### config.mk
export PLATFORM = sky130hd
export DESIGN_NAME = reg_xfer_ctrl
export DESIGN_NICKNAME = d
export VERILOG_FILES = /design/src/rtl/reg_xfer_ctrl_pkg.sv /design/src/rtl/reg_xfer_ctrl.sv
export SDC_FILE = /design/constraint.sdc
export NUM_CORES = 1
export LEC_CHECK = 0
export BUFFER_PORTS_ARGS = -buffer_cell sky130_fd_sc_hd__clkbuf_2
export CAP_MARGIN = 20
export CORE_AREA = 2 2 49 51
export CTS_CLUSTER_DIAMETER = 200
export DETAILED_ROUTE_END_ITERATION = 7
export DIE_AREA = 0 0 51 53
export PLACE_DENSITY = 0.79
export SYNTH_ARGS = -nofsm -noshare
export SYNTH_HDL_FRONTEND = slang
export SYNTH_SLANG_ARGS = --single-unit
### constraint.sdc
create_clock -name clk -period 3 [get_ports clk]
set_input_delay 0.6 -clock clk [delete_from_list [all_inputs] [get_ports clk]]
set_output_delay 0.6 -clock clk [all_outputs]
set_load 0.05 [all_outputs]
### src/rtl/reg_xfer_ctrl_pkg.sv
// Shared register codes, FSM encodings and helpers for the register-transfer sequencer.
// The default data width comes from `REG_WIDTH when it is defined; otherwise it is 8.
`ifndef REG_WIDTH
`define REG_WIDTH 8
`endif

package reg_xfer_ctrl_pkg;

  // Register-file codes; the mux has 16 inputs, but only 0..7 are writable.
  localparam int unsigned REG_A        = 0;
  localparam int unsigned REG_X        = 1;
  localparam int unsigned REG_Y        = 2;
  localparam int unsigned REG_S        = 3;
  localparam int unsigned REG_P        = 4;
  localparam int unsigned REG_PCL      = 5;
  localparam int unsigned REG_PCH      = 6;
  localparam int unsigned REG_DB       = 7;
  localparam int unsigned REG_CODE_MAX = 7;

  typedef enum logic [1:0] {
    XFER_IDLE    = 2'd0,
    XFER_SELECT  = 2'd1,
    XFER_CAPTURE = 2'd2,
    XFER_WRITE   = 2'd3
  } xfer_state_e;

endpackage

### src/rtl/reg_xfer_ctrl.sv
// Register-transfer sequencer: drives the mux selector, captures mux output, issues one write.
// Optional N/Z flag generation is built only when XFER_FLAGS_EN is defined.
module reg_xfer_ctrl
  import reg_xfer_ctrl_pkg::*;
#(
  parameter int SIGNAL_WIDTH   = `REG_WIDTH,
  parameter int SELECTOR_WIDTH = 4
) (
  input  logic                      clk,
  input  logic                      rst,
  input  logic                      req_valid,
  output logic                      req_ready,
  input  logic [SELECTOR_WIDTH-1:0] req_src,
  input  logic [SELECTOR_WIDTH-1:0] req_dst,
  output logic [SELECTOR_WIDTH-1:0] selector,
  input  logic [SIGNAL_WIDTH-1:0]   mux_out,
  output logic                      wr_en,
  output logic [SELECTOR_WIDTH-1:0] wr_addr,
  output logic [SIGNAL_WIDTH-1:0]   wr_data,
  output logic                      flag_we,
  output logic                      flag_n,
  output logic                      flag_z,
  output logic                      done,
  output logic                      err
);

  xfer_state_e               state;
  logic [SELECTOR_WIDTH-1:0] dst_q;
  logic                      dst_ok;

  // Codes above REG_CODE_MAX are readable through the mux but have no register behind them.
  assign dst_ok = (dst_q <= SELECTOR_WIDTH'(REG_CODE_MAX));

  always_ff @(posedge clk) begin
    if (rst) begin
      state     <= XFER_IDLE;
      req_ready <= 1'b1;
      selector  <= '0;
      dst_q     <= '0;
      wr_en     <= 1'b0;
      wr_addr   <= '0;
      wr_data   <= '0;
      done      <= 1'b0;
      err       <= 1'b0;
    end else begin
      wr_en <= 1'b0;
      done  <= 1'b0;
      err   <= 1'b0;
      case (state)
        XFER_IDLE: begin
          if (req_valid && req_ready) begin
            selector  <= req_src;
            dst_q     <= req_dst;
            req_ready <= 1'b0;
            state     <= XFER_SELECT;
          end
        end
        XFER_SELECT: state <= XFER_CAPTURE;
        // Strobes are registered here, so they are visible for exactly the WRITE cycle.
        XFER_CAPTURE: begin
          wr_data <= mux_out;
          wr_addr <= dst_q;
          wr_en   <= dst_ok;
          done    <= 1'b1;
          err     <= ~dst_ok;
          state   <= XFER_WRITE;
        end
        XFER_WRITE: begin
          req_ready <= 1'b1;
          state     <= XFER_IDLE;
        end
        default: begin
          req_ready <= 1'b1;
          state     <= XFER_IDLE;
        end
      endcase
    end
  end

`ifdef XFER_FLAGS_EN
  // TXS leaves the flags untouched, so the stack-pointer destination suppresses flag_we.
  always_ff @(posedge clk) begin
    if (rst) begin
      flag_we <= 1'b0;
      flag_n  <= 1'b0;
      flag_z  <= 1'b0;
    end else begin
      flag_we <= 1'b0;
      if (state == XFER_CAPTURE) begin
        flag_n  <= mux_out[SIGNAL_WIDTH-1];
        flag_z  <= (mux_out == '0);
        flag_we <= dst_ok && (dst_q != SELECTOR_WIDTH'(REG_S));
      end
    end
  end
`else
  assign flag_we = 1'b0;
  assign flag_n  = 1'b0;
  assign flag_z  = 1'b0;
`endif

endmodule

# Word-level counts from Yosys, hierarchy flattened

Cells that the tools add are included.

Input port bits: 19
Memory bits (read-only): 0
Latch bits: 0
Memories kept: 0
Logic and storage cells: 27
Flip-flop bits (word level): 26
Output and inout port bits: 23
Memory bits (writable): 0

Multipliers: 0
Divide/modulo/power cells: 0
Order comparisons: 1
Multiplexer cells: 5
Bitwise logic cells: 2
Equality and inequality tests: 4
Add/subtract/negate cells: 0
Reduce and logical (&&, ||, !) cells: 6
Shift-type cells: 0

Operator list:

| kind                                                            | number |
|---|---|
| case mux 2 bit (4 select lines)                                 | 1 |
| equality test 2 bit (second input constant)                     | 2 |
| less-or-equal comparator 4 x 3 -> 1 bit (second input constant) | 1 |
| AND reduction 2 bit                                             | 2 |
| equality test 2 x 1 -> 1 bit (second input constant)            | 1 |
| logical NOT 2 bit                                               | 1 |
| 2-to-1 mux 1 bit                                                | 2 |
| 2-to-1 mux 2 bit                                                | 1 |
| != test 2 bit (second input constant)                           | 1 |
| inverter 1 bit                                                  | 2 |
| case mux 1 bit (2 select lines)                                 | 1 |
| nonzero test 2 bit                                              | 1 |
| OR reduction 2 bit                                              | 1 |
| logical AND 1 bit                                               | 1 |

# Logic depth before layout (Yosys ltp)

Word-level depth: 3
Mapped depth: 6
Mapped depth without buffers: 5

# Least setup slack after synthesis

OpenSTA, ideal clock, no wires.

Kind: register to register
From: register req_ready
To: register selector[3]
Buffers on the path: 0
Setup slack: 1.715 ns
Data arrival time: 1.166 ns
Period minus slack after synthesis: 1.285 ns
Cell stages (with the launch flop): 4
Data required time: 2.882 ns
Library setup time: 0.118 ns
Cells stage by stage: dfxtp_1 nand3_1 nand2_1 a21oi_2

Longest elaborated chain between the ends: 2

RTL lines:

| item                                 | RTL line            | text |
|---|---|---|
| start: declaration                   | reg_xfer_ctrl.sv:12 | `output logic req_ready,` |
| start signal: assignment             | reg_xfer_ctrl.sv:37 | `req_ready <= 1'b1;` |
| start signal: assignment             | reg_xfer_ctrl.sv:54 | `req_ready <= 1'b0;` |
| start signal: assignment             | reg_xfer_ctrl.sv:69 | `req_ready <= 1'b1;` |
| logical AND 1 bit                    | reg_xfer_ctrl.sv:51 | `if (req_valid && req_ready) begin` |
| AND reduction 2 bit (no source line) | --                  |  |
| end signal: assignment               | reg_xfer_ctrl.sv:52 | `selector <= req_src;` |
| end: declaration                     | reg_xfer_ctrl.sv:15 | `output logic [SELECTOR_WIDTH-1:0] selector,` |

Every way passes these cells.
A chain may end at the register's enable or synchronous reset.

# Worst setup path in the final report

From: register req_ready
To: output port req_ready

No word-level cell between the ends.

==> run_results.csv <==
group,metric,value,unit
cells_and_area,ff_latch_area,520,µm²
cells_and_area,multi_input_area,445,µm²
hold_path,hold_class,"reg2reg",
place,gp_congestion,0.669,
timing,fin_setup_tns,0,ps
synth,synth_cell_types,22,
place,post-dp-hpwl,1380,µm
cells_and_area,drive_gt1_share,32.6,%
clock_network,cts_root_buf,"clkbuf_4",
critical_path,critical_path_buf_inv_count,1,
hold_path,min_from,"dst_q[1]",
floorplan,die_x,51,µm
cells_and_area,diodes,0,
critical_path,r2r-start,"state[0]",
critical_path,slowest_delay,410,ps
synth,avgSynthCellArea,9.75,µm²
global_routing,grt_pass1_wl,3040,µm
synth,synth_edf_count,0,
detailed_routing,antenna_left,0,
clock_network,post-cts-setup-buffer-count,0,
floorplan,dieArea,0.00270,mm²
synth,synth_top_cell_area_share,50.4,%
detailed_routing,vias,792,
power_and_ir_drop,power.density,850,mW/mm²
cells_and_area,fin_cells,169,
critical_path,setup.worst_path.class,"reg2out",
power_and_ir_drop,peakVddDrop,0.380,mV
detailed_routing,via_per_inst,4.69,
synth,async_flop_share,0,%
synth,synth_top_flop_cell,"dfxtp_1",
global_routing,grt_max_degree,27,
timing,finClkSkew,7.39,ps
synth,syn_inst,106,
global_routing,antenna_found_initial,0,
place,dpl_worst_slack,1410,ps
floorplan,rows,17,
critical_path,slowest_stage,"dfxtp_1",
critical_path,worstPathArrival,1040,ps
place,io_buffer_count,38,
timing,finalCritPeriodShare,54.7,%
power_and_ir_drop,p_leak,0.575,nW
cells_and_area,synthToLayoutAreaGrowth,19.5,%
detailed_routing,dr.pass1.iters,4,
critical_path,crit_chain,"clkbuf_2",
clock_network,cts_buffer_depth,2,
power_and_ir_drop,total_power,1.05,mW
floorplan,start_util,48.1,%
synth,synth_top_area_cell,"dfxtp_1",
clock_network,numCtsBuffers,3,
detailed_routing,postRouteWirelength,1870,µm
synth,yosysMostFrequentCell,"dfxtp_1",
timing,min_period,1640,ps
global_routing,grt_use_total,15.4,%
cells_and_area,num-fill-cells,198,
critical_path,crit_fanout,5,
clock_network,cts_tree,"built",
clock_network,insertion_delay,320,ps
synth,synth_area,0.00103,mm²
synth,synthTopCellsByArea,"dfxtp_1 (50%), mux2i_1 (13%), nand2_1 (6.2%)",
timing,slew_headroom,51.2,%
timing,slew_viol_final,0,
run,max_cap_viol_count,0,
timing,fmax,609,MHz
detailed_routing,drc,0,
floorplan,fp.dieH,53,µm
timing,setup_ws,1360,ps
cells_and_area,fin_nets,166,
critical_path,crit_family,"flip-flops",
global_routing,grt_pass1_vias,769,
timing,worstMarginPinSlew,732,ps
detailed_routing,drtIter0Drc,10,
clock_network,hold_buffers,0,
synth,yosysWarningCount,0,
critical_path,cp-startpoint,"req_ready",
critical_path,crit_path_start_kind,"register",
timing,rsz0062_at_grt,"no",
critical_path,crit_required,2400,ps
synth,synth_seq_cells,26,
clock_network,cts_max_level,1,
clock_network,clock-sinks,26,
place,dp.cells,165,
status,status,"finished, final reports clean",
global_routing,grt-ovfl-total,0,
floorplan,ios,42,
critical_path,end_kind,"output port",
clock_network,clk_pin_slew,140,ps
clock_network,cts_resized,0,
synth,synth-seq-area-share,50.4,%
floorplan,core-area,0.00215,mm²
timing,finalHoldViolCount,0,
synth,synthTopCellsByCount,"dfxtp_1 (26), nand2_1 (17), nor2_1 (15), mux2i_1 (13), a21oi_1 (7)",
timing,setup_viol,0,
detailed_routing,wl_per_cell,11.1,µm
==> sequential cells by signal, summed over array words and instances, names as in the netlist <==
name	count
err	1
req_ready	1
selector	4
done	1
wr_data	8
dst_q	4
state	2
wr_en	1
wr_addr	4
==> path summary, 6_finish.rpt <==
kind                     end  depth (start not counted)  slack, ps
hold reg to reg     dst_q[1]                          2        470
setup / recovery   req_ready                          1       1360
setup reg to reg  wr_data[4]                          4       1420
hold / removal      dst_q[1]                          2        470
==> stage by stage <==
step                cell area [µm²]  utilization [%]  hold slack [ps]
floorplan                      1040                -              434
global placement               1200             55.8              442
detailed placement             1200             55.8              451
CTS                            1230             57.5              469
global route                   1230             57.5              472
finish                         1230             57.5              466
==> kinds of logic after synthesis <==
kind of cell,after synthesis,share of synthesized area [%]
buffers and inverters,11,7.26
other,1,0.363
multiplexers,13,12.6
AND/OR/NAND/NOR,39,16.3
AO/OA/AOI/OAI,11,7.02
flip-flops,26,50.4
adder cells (fa/ha/maj),5,6.05
==> power by group <==
group	switching (mW)	internal, mW
clock	0.100	0.0743
sequential	0.0377	0.410
combinational	0.300	0.127
total	0.438	0.611
==> placed cells by master (no fill, tap or decap), drive strengths merged <==
master / count
a211oi: 1
a21bo: 1
a21oi: 8
and2b: 1
and3: 1
and3b: 1
clkbuf: 42
conb: 3
dfxtp: 26
ha: 5
inv: 2
mux2i: 13
nand2: 17
nand2b: 1
nand3: 1
nor2: 15
nor2b: 1
nor3b: 1
o22ai: 1
==> layer usage <==
metal	up-vias	global-route usage, %	share of wire, %
li1	403	-	-
met1	355	17.6	45
met2	27	25.5	46
met3	7	2.82	5.7
met4	0	11.3	3.1
met5	-	0	0
==> cell type report <==
| cell class | instances | share of cell area, % |
|---|---|---|
| sequential | 26 | 42.1 |
| multi-input combinational | 71 | 36.1 |
| timing repair buffer | 38 | 15.4 |
| clock buffer | 4 | 2.94 |
| tap | 28 | 2.84 |
| inverter | 2 | 0.608 |
Note: power is estimated with default switching activity, not from simulation.
